### src/rtl/stg_pkg.sv
// Shared types and constants for the STG playfield collision logic.
// Latency: n/a (declarations only).
// Backpressure: n/a.
package stg_pkg;

    localparam int COORD_W = 10;

    typedef enum logic [3:0] {
        ST_IDLE,
        ST_BOX,
        ST_MOON_DX,
        ST_MOON_DY,
        ST_BUL_REQ,
        ST_BUL_WAIT,
        ST_BUL_DX,
        ST_BUL_DY,
        ST_DONE
    } state_e;

    // hit_src codes
    localparam logic [1:0] HIT_BOSS   = 2'd0;
    localparam logic [1:0] HIT_MOON   = 2'd1;
    localparam logic [1:0] HIT_BULLET = 2'd2;
    localparam logic [1:0] HIT_NONE   = 2'd3;

    // Hecatia hitbox: hx-11 <= px < hx+12, hy-19 <= py < hy+20.
    // 12-bit signed so the box edges never wrap near the playfield border.
    localparam logic signed [11:0] BOX_X_LO = 12'sd11;
    localparam logic signed [11:0] BOX_X_HI = 12'sd12;
    localparam logic signed [11:0] BOX_Y_LO = 12'sd19;
    localparam logic signed [11:0] BOX_Y_HI = 12'sd20;

endpackage

### src/rtl/diff_square.sv
// Squared difference of two unsigned coordinates: sq_o = (a_i - b_i)^2.
// Latency: combinational.
// Backpressure: none.
// Ports: a_i, b_i - unsigned coordinates; sq_o - unsigned square, exact (no wrap).
module diff_square
    import stg_pkg::*;
(
    input  logic [COORD_W-1:0]   a_i,
    input  logic [COORD_W-1:0]   b_i,
    output logic [2*COORD_W-1:0] sq_o
);

    logic signed [COORD_W:0] diff;
    logic        [COORD_W:0] neg_diff;
    logic        [COORD_W-1:0] mag;

    // One extra bit keeps the difference exact; its magnitude always fits COORD_W bits.
    assign diff     = $signed({1'b0, a_i}) - $signed({1'b0, b_i});
    assign neg_diff = -diff;
    assign mag      = diff[COORD_W] ? neg_diff[COORD_W-1:0] : diff[COORD_W-1:0];
    assign sq_o     = {{COORD_W{1'b0}}, mag} * {{COORD_W{1'b0}}, mag};

endmodule

### src/rtl/collision_scheduler.sv
// Per-frame collision sequencer: snapshot, boss box, moon and bullet distance checks, one prioritised hit.
// Latency: done/hit at 4*NUM_BULLETS+4 cycles after the accepted frame_start; fixed regardless of slot validity.
// Backpressure: none; frame_start while busy is dropped and flagged on overrun.
// Ports: clk/rst (sync, active-high); frame_start strobe; player/moon/hecatia coordinates;
//        bul_addr out with bul_x/bul_y/bul_valid returned one cycle later;
//        busy, done, hit, hit_src, hit_idx, invuln, overrun status.
module collision_scheduler
    import stg_pkg::*;
#(
    parameter int NUM_BULLETS   = 16,
    parameter int MOON_R2       = 3600,
    parameter int BULLET_R2     = 64,
    parameter int INVULN_FRAMES = 120
) (
    input  logic                           clk,
    input  logic                           rst,
    input  logic                           frame_start,
    input  logic [COORD_W-1:0]             player_x,
    input  logic [COORD_W-1:0]             player_y,
    input  logic [COORD_W-1:0]             moon_x,
    input  logic [COORD_W-1:0]             moon_y,
    input  logic [COORD_W-1:0]             hecatia_x,
    input  logic [COORD_W-1:0]             hecatia_y,
    output logic [$clog2(NUM_BULLETS)-1:0] bul_addr,
    input  logic [COORD_W-1:0]             bul_x,
    input  logic [COORD_W-1:0]             bul_y,
    input  logic                           bul_valid,
    output logic                           busy,
    output logic                           done,
    output logic                           hit,
    output logic [1:0]                     hit_src,
    output logic [$clog2(NUM_BULLETS)-1:0] hit_idx,
    output logic                           invuln,
    output logic                           overrun
);

    localparam int IDX_W = $clog2(NUM_BULLETS);
    localparam int CNT_W = $clog2(INVULN_FRAMES + 2);
    localparam logic [20:0]      MOON_R2_W = 21'(MOON_R2);
    localparam logic [20:0]      BUL_R2_W  = 21'(BULLET_R2);
    localparam logic [IDX_W-1:0] LAST_IDX  = IDX_W'(NUM_BULLETS - 1);
    localparam logic [CNT_W-1:0] INV_LOAD  = CNT_W'(INVULN_FRAMES);

    state_e               state_q, state_d;
    logic [COORD_W-1:0]   px_q, py_q, mx_q, my_q, hx_q, hy_q;
    logic [COORD_W-1:0]   bx_q, by_q;
    logic                 bv_q;
    logic [20:0]          acc_q;
    logic                 found_q, found_d;
    logic [1:0]           src_q, src_d;
    logic [IDX_W-1:0]     idx_q, idx_d;
    logic [IDX_W-1:0]     addr_q;
    logic [CNT_W-1:0]     cnt_q;
    logic                 inv_snap_q;
    logic                 done_q, hit_q, overrun_q;
    logic [1:0]           hit_src_q;
    logic [IDX_W-1:0]     hit_idx_q;

    logic [COORD_W-1:0]   sq_a, sq_b;
    logic [2*COORD_W-1:0] sq;
    logic [20:0]          sum;
    logic                 in_box;
    logic                 accept, last_slot, cnt_load, cnt_dec;
    logic signed [11:0]   px_s, py_s, hx_s, hy_s;

    // Single shared squaring unit; the state picks which pair it sees.
    always_comb begin
        sq_a = '0;
        sq_b = '0;
        case (state_q)
            ST_MOON_DX: begin sq_a = px_q; sq_b = mx_q; end
            ST_MOON_DY: begin sq_a = py_q; sq_b = my_q; end
            ST_BUL_DX:  begin sq_a = px_q; sq_b = bx_q; end
            ST_BUL_DY:  begin sq_a = py_q; sq_b = by_q; end
            default:    ;
        endcase
    end

    diff_square u_diff_square (
        .a_i  (sq_a),
        .b_i  (sq_b),
        .sq_o (sq)
    );

    assign sum = acc_q + {1'b0, sq};

    assign px_s = $signed({2'b00, px_q});
    assign py_s = $signed({2'b00, py_q});
    assign hx_s = $signed({2'b00, hx_q});
    assign hy_s = $signed({2'b00, hy_q});

    assign in_box = (px_s >= hx_s - BOX_X_LO) && (px_s < hx_s + BOX_X_HI) &&
                    (py_s >= hy_s - BOX_Y_LO) && (py_s < hy_s + BOX_Y_HI);

    always_comb begin
        state_d = state_q;
        case (state_q)
            ST_IDLE:     if (frame_start) state_d = ST_BOX;
            ST_BOX:      state_d = ST_MOON_DX;
            ST_MOON_DX:  state_d = ST_MOON_DY;
            ST_MOON_DY:  state_d = ST_BUL_REQ;
            ST_BUL_REQ:  state_d = ST_BUL_WAIT;
            ST_BUL_WAIT: state_d = ST_BUL_DX;
            ST_BUL_DX:   state_d = ST_BUL_DY;
            ST_BUL_DY:   state_d = (addr_q == LAST_IDX) ? ST_DONE : ST_BUL_REQ;
            default:     state_d = ST_IDLE;
        endcase
    end

    // Hit accumulator: a source is only recorded while nothing higher has hit,
    // which gives boss > moon > lowest bullet index by scan order alone.
    always_comb begin
        found_d = found_q;
        src_d   = src_q;
        idx_d   = idx_q;
        case (state_q)
            ST_IDLE: begin
                if (frame_start) begin
                    found_d = 1'b0;
                    src_d   = HIT_NONE;
                    idx_d   = '0;
                end
            end
            ST_BOX: begin
                if (in_box) begin
                    found_d = 1'b1;
                    src_d   = HIT_BOSS;
                end
            end
            ST_MOON_DY: begin
                if (!found_q && (sum < MOON_R2_W)) begin
                    found_d = 1'b1;
                    src_d   = HIT_MOON;
                end
            end
            ST_BUL_DY: begin
                if (!found_q && bv_q && (sum < BUL_R2_W)) begin
                    found_d = 1'b1;
                    src_d   = HIT_BULLET;
                    idx_d   = addr_q;
                end
            end
            default: ;
        endcase
    end

    // The frame outcome is resolved on the last bullet step so done, hit and
    // the new hit_src/hit_idx all appear together in the DONE cycle.
    // Invulnerability is judged as it stood when the frame was accepted, so the
    // strobe that brings the counter to zero still shields its own frame.
    assign last_slot = (state_q == ST_BUL_DY) && (addr_q == LAST_IDX);
    assign accept    = last_slot && found_d && !inv_snap_q;
    assign cnt_load  = accept;
    assign cnt_dec   = (state_q == ST_IDLE) && frame_start && (cnt_q != '0);

    always_ff @(posedge clk) begin
        if (rst) begin
            state_q    <= ST_IDLE;
            px_q       <= '0;
            py_q       <= '0;
            mx_q       <= '0;
            my_q       <= '0;
            hx_q       <= '0;
            hy_q       <= '0;
            bx_q       <= '0;
            by_q       <= '0;
            bv_q       <= 1'b0;
            acc_q      <= '0;
            found_q    <= 1'b0;
            src_q      <= HIT_NONE;
            idx_q      <= '0;
            addr_q     <= '0;
            cnt_q      <= '0;
            inv_snap_q <= 1'b0;
            done_q     <= 1'b0;
            hit_q      <= 1'b0;
            overrun_q  <= 1'b0;
            hit_src_q  <= HIT_NONE;
            hit_idx_q  <= '0;
        end else begin
            state_q   <= state_d;
            found_q   <= found_d;
            src_q     <= src_d;
            idx_q     <= idx_d;
            done_q    <= last_slot;
            hit_q     <= accept;
            overrun_q <= frame_start && (state_q != ST_IDLE);

            if (cnt_load) begin
                cnt_q <= INV_LOAD;
            end else if (cnt_dec) begin
                cnt_q <= cnt_q - CNT_W'(1);
            end

            case (state_q)
                ST_IDLE: begin
                    if (frame_start) begin
                        px_q       <= player_x;
                        py_q       <= player_y;
                        mx_q       <= moon_x;
                        my_q       <= moon_y;
                        hx_q       <= hecatia_x;
                        hy_q       <= hecatia_y;
                        addr_q     <= '0;
                        inv_snap_q <= (cnt_q != '0);
                    end
                end
                ST_MOON_DX, ST_BUL_DX: acc_q <= {1'b0, sq};
                ST_BUL_WAIT: begin
                    bx_q <= bul_x;
                    by_q <= bul_y;
                    bv_q <= bul_valid;
                end
                ST_BUL_DY: addr_q <= addr_q + IDX_W'(1);
                default: ;
            endcase

            if (last_slot) begin
                if (accept) begin
                    hit_src_q <= src_d;
                    hit_idx_q <= (src_d == HIT_BULLET) ? idx_d : '0;
                end else begin
                    hit_src_q <= HIT_NONE;
                    hit_idx_q <= '0;
                end
            end
        end
    end

    assign bul_addr = addr_q;
    assign busy     = (state_q != ST_IDLE);
    assign done     = done_q;
    assign hit      = hit_q;
    assign hit_src  = hit_src_q;
    assign hit_idx  = hit_idx_q;
    assign invuln   = (cnt_q != '0);
    assign overrun  = overrun_q;

endmodule

### config.mk
export PLATFORM = sky130hd
export DESIGN_NAME = collision_scheduler
export DESIGN_NICKNAME = d
export VERILOG_FILES = /design/src/rtl/stg_pkg.sv /design/src/rtl/diff_square.sv /design/src/rtl/collision_scheduler.sv
export SDC_FILE = /design/constraint.sdc
export NUM_CORES = 1
export LEC_CHECK = 0
export CORE_ASPECT_RATIO = 0.75
export CORE_MARGIN = 1.5
export CORE_UTILIZATION = 44
export DETAILED_ROUTE_END_ITERATION = 16
export PLACE_DENSITY = 0.69
export SLEW_MARGIN = 20
export SYNTH_ARGS = -nofsm -noshare
export SYNTH_HDL_FRONTEND = slang
export SYNTH_SLANG_ARGS = --single-unit
### constraint.sdc
create_clock -name clk -period 28 [get_ports clk]
set_clock_uncertainty 0.15 [all_clocks]
set_input_delay 5.6 -clock clk [delete_from_list [all_inputs] [get_ports clk]]
set_output_delay 5.6 -clock clk [all_outputs]
set_load 0.01 [all_outputs]
==> metrics, run 1 <==
CP Capture Type=flip-flop; Synth Area in XOR/XNOR=6.19%; CTS clk-pin slew, worst paths=0.06 ns; area of the multi-input gates=7880 sq um; hold wc startpoint=mx_q[3]$_SDFFE_PP0P_; Highest Signal Layer=met4; Synth Area in Compound Gates=19.2%; Leak Pwr=5.58 nW; crit path launch type=flip-flop; Worst EP required=28.17 ns; DIE AREA=26400 sq um; RSZ-0062 raised after global routing=no; Initial Utilization=44.8%; setup slack, reg-to-reg=15.94 ns; IO buf count=98; max incr delay on CP=0.56 ns; Mapped Area=11200 sq um; clk_lat worst skew=0.43 ns; total core area=25000 sq um; share of cells above drive strength 1=4.56%; max FFs per register=18; Routed wire per std cell=16.1 um; wire length on met1=14800 um; H-Tree Depth=4; GRT Total Usage=22.7%; gpl congestion=0.893; hold depth=2; Setup Total Neg Slack=0 ns; post-synthesis mux area share=2.24%; RR Startpoint=state_q[0]$_SDFFE_PP0P_; Peak supply drop=0.000137 V; CP max-delay cell=xor2_1; met2 wire len=12600 um; vias per cell=5.47; Worst Hold End=mx_q[3]$_SDFFE_PP0P_; final setup violation count=0; TritonCTS clock tree=yes; post-synthesis net count=1655; HP Class=reg2reg; Synth Area in Simple Gates=19.9%; total CTS buffers=17; Cell Area, Placed=12400 sq um; drt drc=0; Crit Path Class=reg2reg; Cells after DPL=1776; top-count cell post-synth=nand2_1; post-synthesis cell type count=79; post-cts resize count=0; syn avg cell area=8.01 sq um; die height=141 um; Synth Warn #=0; hold_buf cts=0; max-cap check violation count=0; reg2reg end=src_q[0]$_SDFF_PP1_; worst path arrival time=12.23 ns; Row Count=50; max-slew violation count=0; minimum clock period=12.06 ns; largest net degree at the start of global routing=106; status=finished, final reports clean; final WL=29200 um; period utilization=43.1%; die width=187 um; Most used DFF post-synth=dfxtp_1; number of global-route vias before repair=9525; filler instances=2338; drt pass-1 iters=5; Hold Fails Final Rpt=0; Worst-Margin Slew=1.10 ns; ys async rst share=0%; number of synthesized flops with an enable pin=0; main combinational cell family by area after synthesis=adder cells; post-DP HPWL=22600 um; critical path peak fanout=12; Adder-Cell Fraction of Synth Area=22.9%; first-pass GRT wire length=48500 um; PD cells=119 nW/um^2; Diodes inserted=0; Syn Inst Count=1396; DR vias=9880; Layout area overhead=16.5%; highest clock rate=82.9 MHz; initial antenna violation count=0; area leader, netlist=dfxtp_1; Max Root-Sink Buffers=2; Design Power=1.54 mW; fin cells=1807; register area=2620 sq um; sequential-to-total area share from yosys stat=23.5%; clk root buf=clkbuf_16; Synth area leaders=dfxtp_1, ha_1, fa_1; Rel. slew slack=27.0%; Worst R2R Path Depth=41; total clock sinks=131; area of all placed cells without fillers=13000 sq um; routed wl met3=1370 um; Post-CTS Setup Repair Bufs=0; gr ovfl total=0; most instantiated cells after synthesis=nand2_1, a21oi_1, dfxtp_1; number of synthesized register bits=131; post-route ant nets=0; Biggest register=acc_q; DR iter-0 viols=550; layout net count=1716; Top Ports=99; Synth top area share=23.5%; Core Util, Final=52.2%
## layout by cell type, fill, tap and decap left out, types with 8 or more instances in the layout
| master | count |
|---|---|
| nor2b_1 | 9 |
| xor2_1 | 32 |
| inv_1 | 114 |
| nand2_1 | 249 |
| nand3_1 | 21 |
| a21oi_1 | 136 |
| a21o_1 | 19 |
| nor2_1 | 84 |
| clkdlybuf4s50_1 | 97 |
| mux2i_1 | 25 |
| o21a_1 | 14 |
| nand2b_1 | 12 |
| a211oi_1 | 12 |
| and2_1 | 12 |
| dfxtp_1 | 131 |
| o22a_1 | 10 |
| a31oi_1 | 8 |
| o31ai_1 | 9 |
| xnor2_1 | 47 |
| buf_4 | 11 |
| o21ai_0 | 32 |
| nor3_1 | 17 |
| o211ai_1 | 9 |
| a22o_1 | 10 |
| fa_1 | 49 |
| nor4_1 | 10 |
| or3_1 | 8 |
| ha_1 | 126 |
| clkbuf_16 | 17 |
| nor3b_1 | 9 |
## worst max-delay path by stage
stage	from	to	slack [ns]	cells after the start
2_1_floorplan	state_q[2]$_SDFFE_PP0P_	src_q[0]$_SDFF_PP1_	16.87	45
5_1_grt	state_q[0]$_SDFFE_PP0P_	hit_idx[2]$_SDFFE_PP0P_	15.07	41
3_3_place_gp	state_q[1]$_SDFFE_PP0P_	src_q[0]$_SDFF_PP1_	16.34	41
6_report	state_q[0]$_SDFFE_PP0P_	src_q[0]$_SDFF_PP1_	15.94	41
3_5_place_dp	state_q[0]$_SDFFE_PP0P_	src_q[0]$_SDFF_PP1_	16.05	41
4_1_cts	state_q[0]$_SDFFE_PP0P_	src_q[0]$_SDFF_PP1_	15.99	41
## stage by stage
step | setup WS [ns] | hold WS, ns
2_1_floorplan | 16.87 | 0.283
3_3_place_gp | 16.34 | 0.292
3_5_place_dp | 16.05 | 0.297
4_1_cts | 15.99 | 0.305
5_1_grt | 15.07 | 0.320
6_report | 15.94 | 0.302
## power by group
part / switching, mW / internal (mW)
Sequential: 0.0185 / 0.205
Clock: 0.0855 / 0.150
Combinational: 0.668 / 0.415
Total: 0.772 / 0.771
## layout make-up
| cell class | instances | share of cell area, % |
|---|---|---|
| clock inverter | 10 | 1.21 |
| clock buffer | 21 | 3.46 |
| inverter | 114 | 3.29 |
| timing repair buffer | 108 | 8.09 |
| sequential | 131 | 20.1 |
| multi-input combinational | 1085 | 60.6 |
| tap | 338 | 3.25 |
## kinds of logic after synthesis
group,Yosys count
mux,25
fa+ha+maj,175
simple gates,482
xor+xnor,79
buf+inv,180
compound gates,324
flops,131
## critical path: cells and delay by family, from the launching register on
family          cells  cell delay, ns
fa+ha+maj           9            3.78
simple gates       11            3.18
compound gates     12            2.87
xor+xnor            3            0.87
buf+inv             6            0.63
flops               1            0.49
## per-layer routing
metal | up-vias | track usage, %
met5 | - | 0
met4 | 0 | 5.18
met3 | 28 | 4.21
met2 | 225 | 35.0
met1 | 4685 | 32.9
li1 | 4942 | -
(Power assumes the default switching activity.)
==> run 2, diff against run 1 <==
- PLACE_DENSITY: 0.69 -> 0.71
- clock period: 28 -> 10.8 ns (I/O delays scaled with it)
==> metrics, run 2 (synthesis results as in run 1) <==
Leak Pwr=5.88 nW (was 5.58 nW); Clk pwr share=14.4% (was 15.3%); Switch Pwr=2.10 mW (was 0.772 mW); Rel. slew slack=31.2% (was 27.0%); PD cells=317 nW/um^2 (was 119 nW/um^2); period utilization=96.7% (was 43.1%); TritonCTS clock tree=yes (unchanged); final setup violation count=0 (unchanged); cell mode on critical path=fa_1; CP endpoint=src_q[0]$_SDFF_PP1_ (unchanged); die height=141 um (unchanged); RR Startpoint=state_q[2]$_SDFFE_PP0P_ (was state_q[0]$_SDFFE_PP0P_); largest net degree at the start of global routing=101 (was 106); minimum clock period=10.44 ns (was 12.06 ns); max-cap check violation count=0 (unchanged); first-pass GRT wire length=47900 um (was 48500 um); gr ovfl total=0 (unchanged); Worst-Margin Slew=1.03 ns (was 1.10 ns); filler instances=2228 (was 2338); Critical Path Stages=38 (was 41); post-place setup slack=-0.00000711 ns (was 16.05 ns); setup slack, reg-to-reg=0.36 ns (was 15.94 ns); final WL=29700 um (was 29200 um); Routed wire per std cell=16.0 um (was 16.1 um); DIE AREA=26400 sq um (unchanged); layout net count=1766 (was 1716); total CTS buffers=17 (unchanged); most common cell after layout, fill and taps aside=nand2_1 (unchanged); Peak supply drop=0.000294 V (was 0.000137 V); share of cells above drive strength 1=10.9% (was 4.56%); initial antenna violation count=0 (unchanged); Cell Area, Placed=12700 sq um (was 12400 sq um); max-slew violation count=0 (unchanged); clk root buf=clkbuf_16 (unchanged); Diodes inserted=0 (unchanged); GRT Total Usage=22.1% (was 22.7%); IO buf count=98 (unchanged); Gate power share=72.3% (was 70.2%); Worst R2R Path Depth=38 (was 41); Core Util, Final=55.1% (was 52.2%); Hold Worst Slack=0.304 ns (was 0.302 ns); Top Ports=99 (unchanged); Worst EP required=10.94 ns (was 28.17 ns); final worst setup slack=0.358 ns (was 15.94 ns); highest clock rate=95.8 MHz (was 82.9 MHz); Worst Setup SP=state_q[2]$_SDFFE_PP0P_ (was state_q[0]$_SDFFE_PP0P_); HP Class=reg2reg (unchanged); CTS clk-pin slew, worst paths=0.06 ns (about the same); max FFs per register=18 (unchanged); post-route ant nets=0 (unchanged); total clock sinks=131 (unchanged); Hold Fails Final Rpt=0 (unchanged); CP Capture Type=flip-flop (unchanged); worst path arrival time=10.59 ns (was 12.23 ns); Layout area overhead=23.2% (was 16.5%); hold wc startpoint=by_q[8]$_SDFFE_PP0P_ (was mx_q[3]$_SDFFE_PP0P_); number of global-route vias before repair=9673 (was 9525); die width=187 um (unchanged); hold_buf cts=0 (unchanged); H-Tree Depth=4 (unchanged); Buf/Inv on CP=6 (unchanged); reg2reg end=src_q[0]$_SDFF_PP1_ (unchanged); DR iter-0 viols=673 (was 550); area of all placed cells without fillers=13800 sq um (was 13000 sq um); status=finished, final reports clean (unchanged); vias per cell=5.53 (was 5.47); Max Root-Sink Buffers=2 (unchanged); CP max-delay cell=a2111oi_1 (was xor2_1); Biggest register=acc_q (unchanged); drt drc=0 (unchanged); Crit Path Class=reg2reg (unchanged); commonest non-fill, non-tap cells in the layout=nand2_1, a21oi_1, dfxtp_1 (unchanged); clk_lat worst skew=0.41 ns (was 0.43 ns); drt pass-1 iters=5 (unchanged); Row Count=50 (unchanged); Sw Ratio=48.1% (was 50.0%); CP top delay family=adder cells (unchanged); crit path launch type=flip-flop (unchanged); P_int=2.26 mW (was 0.771 mW); DR vias=10257 (was 9880); Reg power frac=13.3% (was 14.5%); total core area=25000 sq um (unchanged); critical path peak fanout=5 (was 12); gpl congestion=0.927 (was 0.893); max incr delay on CP=0.60 ns (was 0.56 ns); Initial Utilization=44.8% (unchanged); post-DP HPWL=22600 um (about the same)
run 2: worst register-to-register path, delay by kind of cell, from the launching register on:
kind	cells	cell delay (ns)
adder cells (fa/ha/maj)	8	3.38
XOR/XNOR	2	0.42
AND/OR/NAND/NOR	8	1.91
AO/OA/AOI/OAI	13	2.87
multiplexers	1	0.37
buffers and inverters	6	0.73
flip-flops	1	0.46
run 2: what timing repair did:
item,4_1_cts,5_1_grt
hold endpoints to repair,0,0
pin swaps,1,27
resized for setup,4,57
buffers inserted,0,14
endpoints found under the setup margin,5,21
cloned,0,1
run 2: metal layers:
metal	wire (um)	global-route usage, %
met5	0	0
met4	361	5.26
met3	1580	3.34
met2	13600	36.1
met1	14100	30.9
run 2: worst min path at each step:
stage,to,cells after the start
final,by_q[8]$_SDFFE_PP0P_,2
after CTS,by_q[4]$_SDFFE_PP0P_,2
after global routing,mx_q[5]$_SDFFE_PP0P_,2
after detailed placement,by_q[4]$_SDFFE_PP0P_,2
after floorplan,bv_q$_SDFFE_PP0P_,2
after global placement,bx_q[7]$_SDFFE_PP0P_,2
run 2: layout make-up:
class | instances | area [sq um] | share of cell area (%)
timing repair buffer | 157 | 1440 | 10.5
inverter | 114 | 428 | 3.11
clock inverter | 8 | 149 | 1.08
clock buffer | 22 | 494 | 3.59
sequential | 131 | 2620 | 19.1
multi-input combinational | 1086 | 8210 | 59.6
tap | 338 | 423 | 3.07
run 2: metrics by stage:
stage,cells,total power [mW],setup TNS [ns]
2_1_floorplan,1396,2.68,0
3_3_place_gp,1811,3.33,0
3_5_place_dp,1811,3.38,-0.00000711
4_1_cts,1841,4.04,0
5_1_grt,1856,4.73,-0.529
6_report,1856,4.36,0
run 2: power groups by stage:
| stage | clock network [mW] | registers, mW | logic [mW] |
|---|---|---|---|
| after detailed placement | 0 | 0.588 | 2.79 |
| after floorplan | 0 | 0.567 | 2.12 |
| final | 0.630 | 0.579 | 3.15 |
| after global placement | 0 | 0.586 | 2.75 |
| after CTS | 0.635 | 0.577 | 2.83 |
| after global routing | 0.657 | 0.585 | 3.49 |
==> run 3, diff against run 2 <==
- CTS_CLUSTER_DIAMETER: not set -> 60
==> results of run 3 <==
Same layout as run 2: the final DEF is identical, and so are final timing and power.
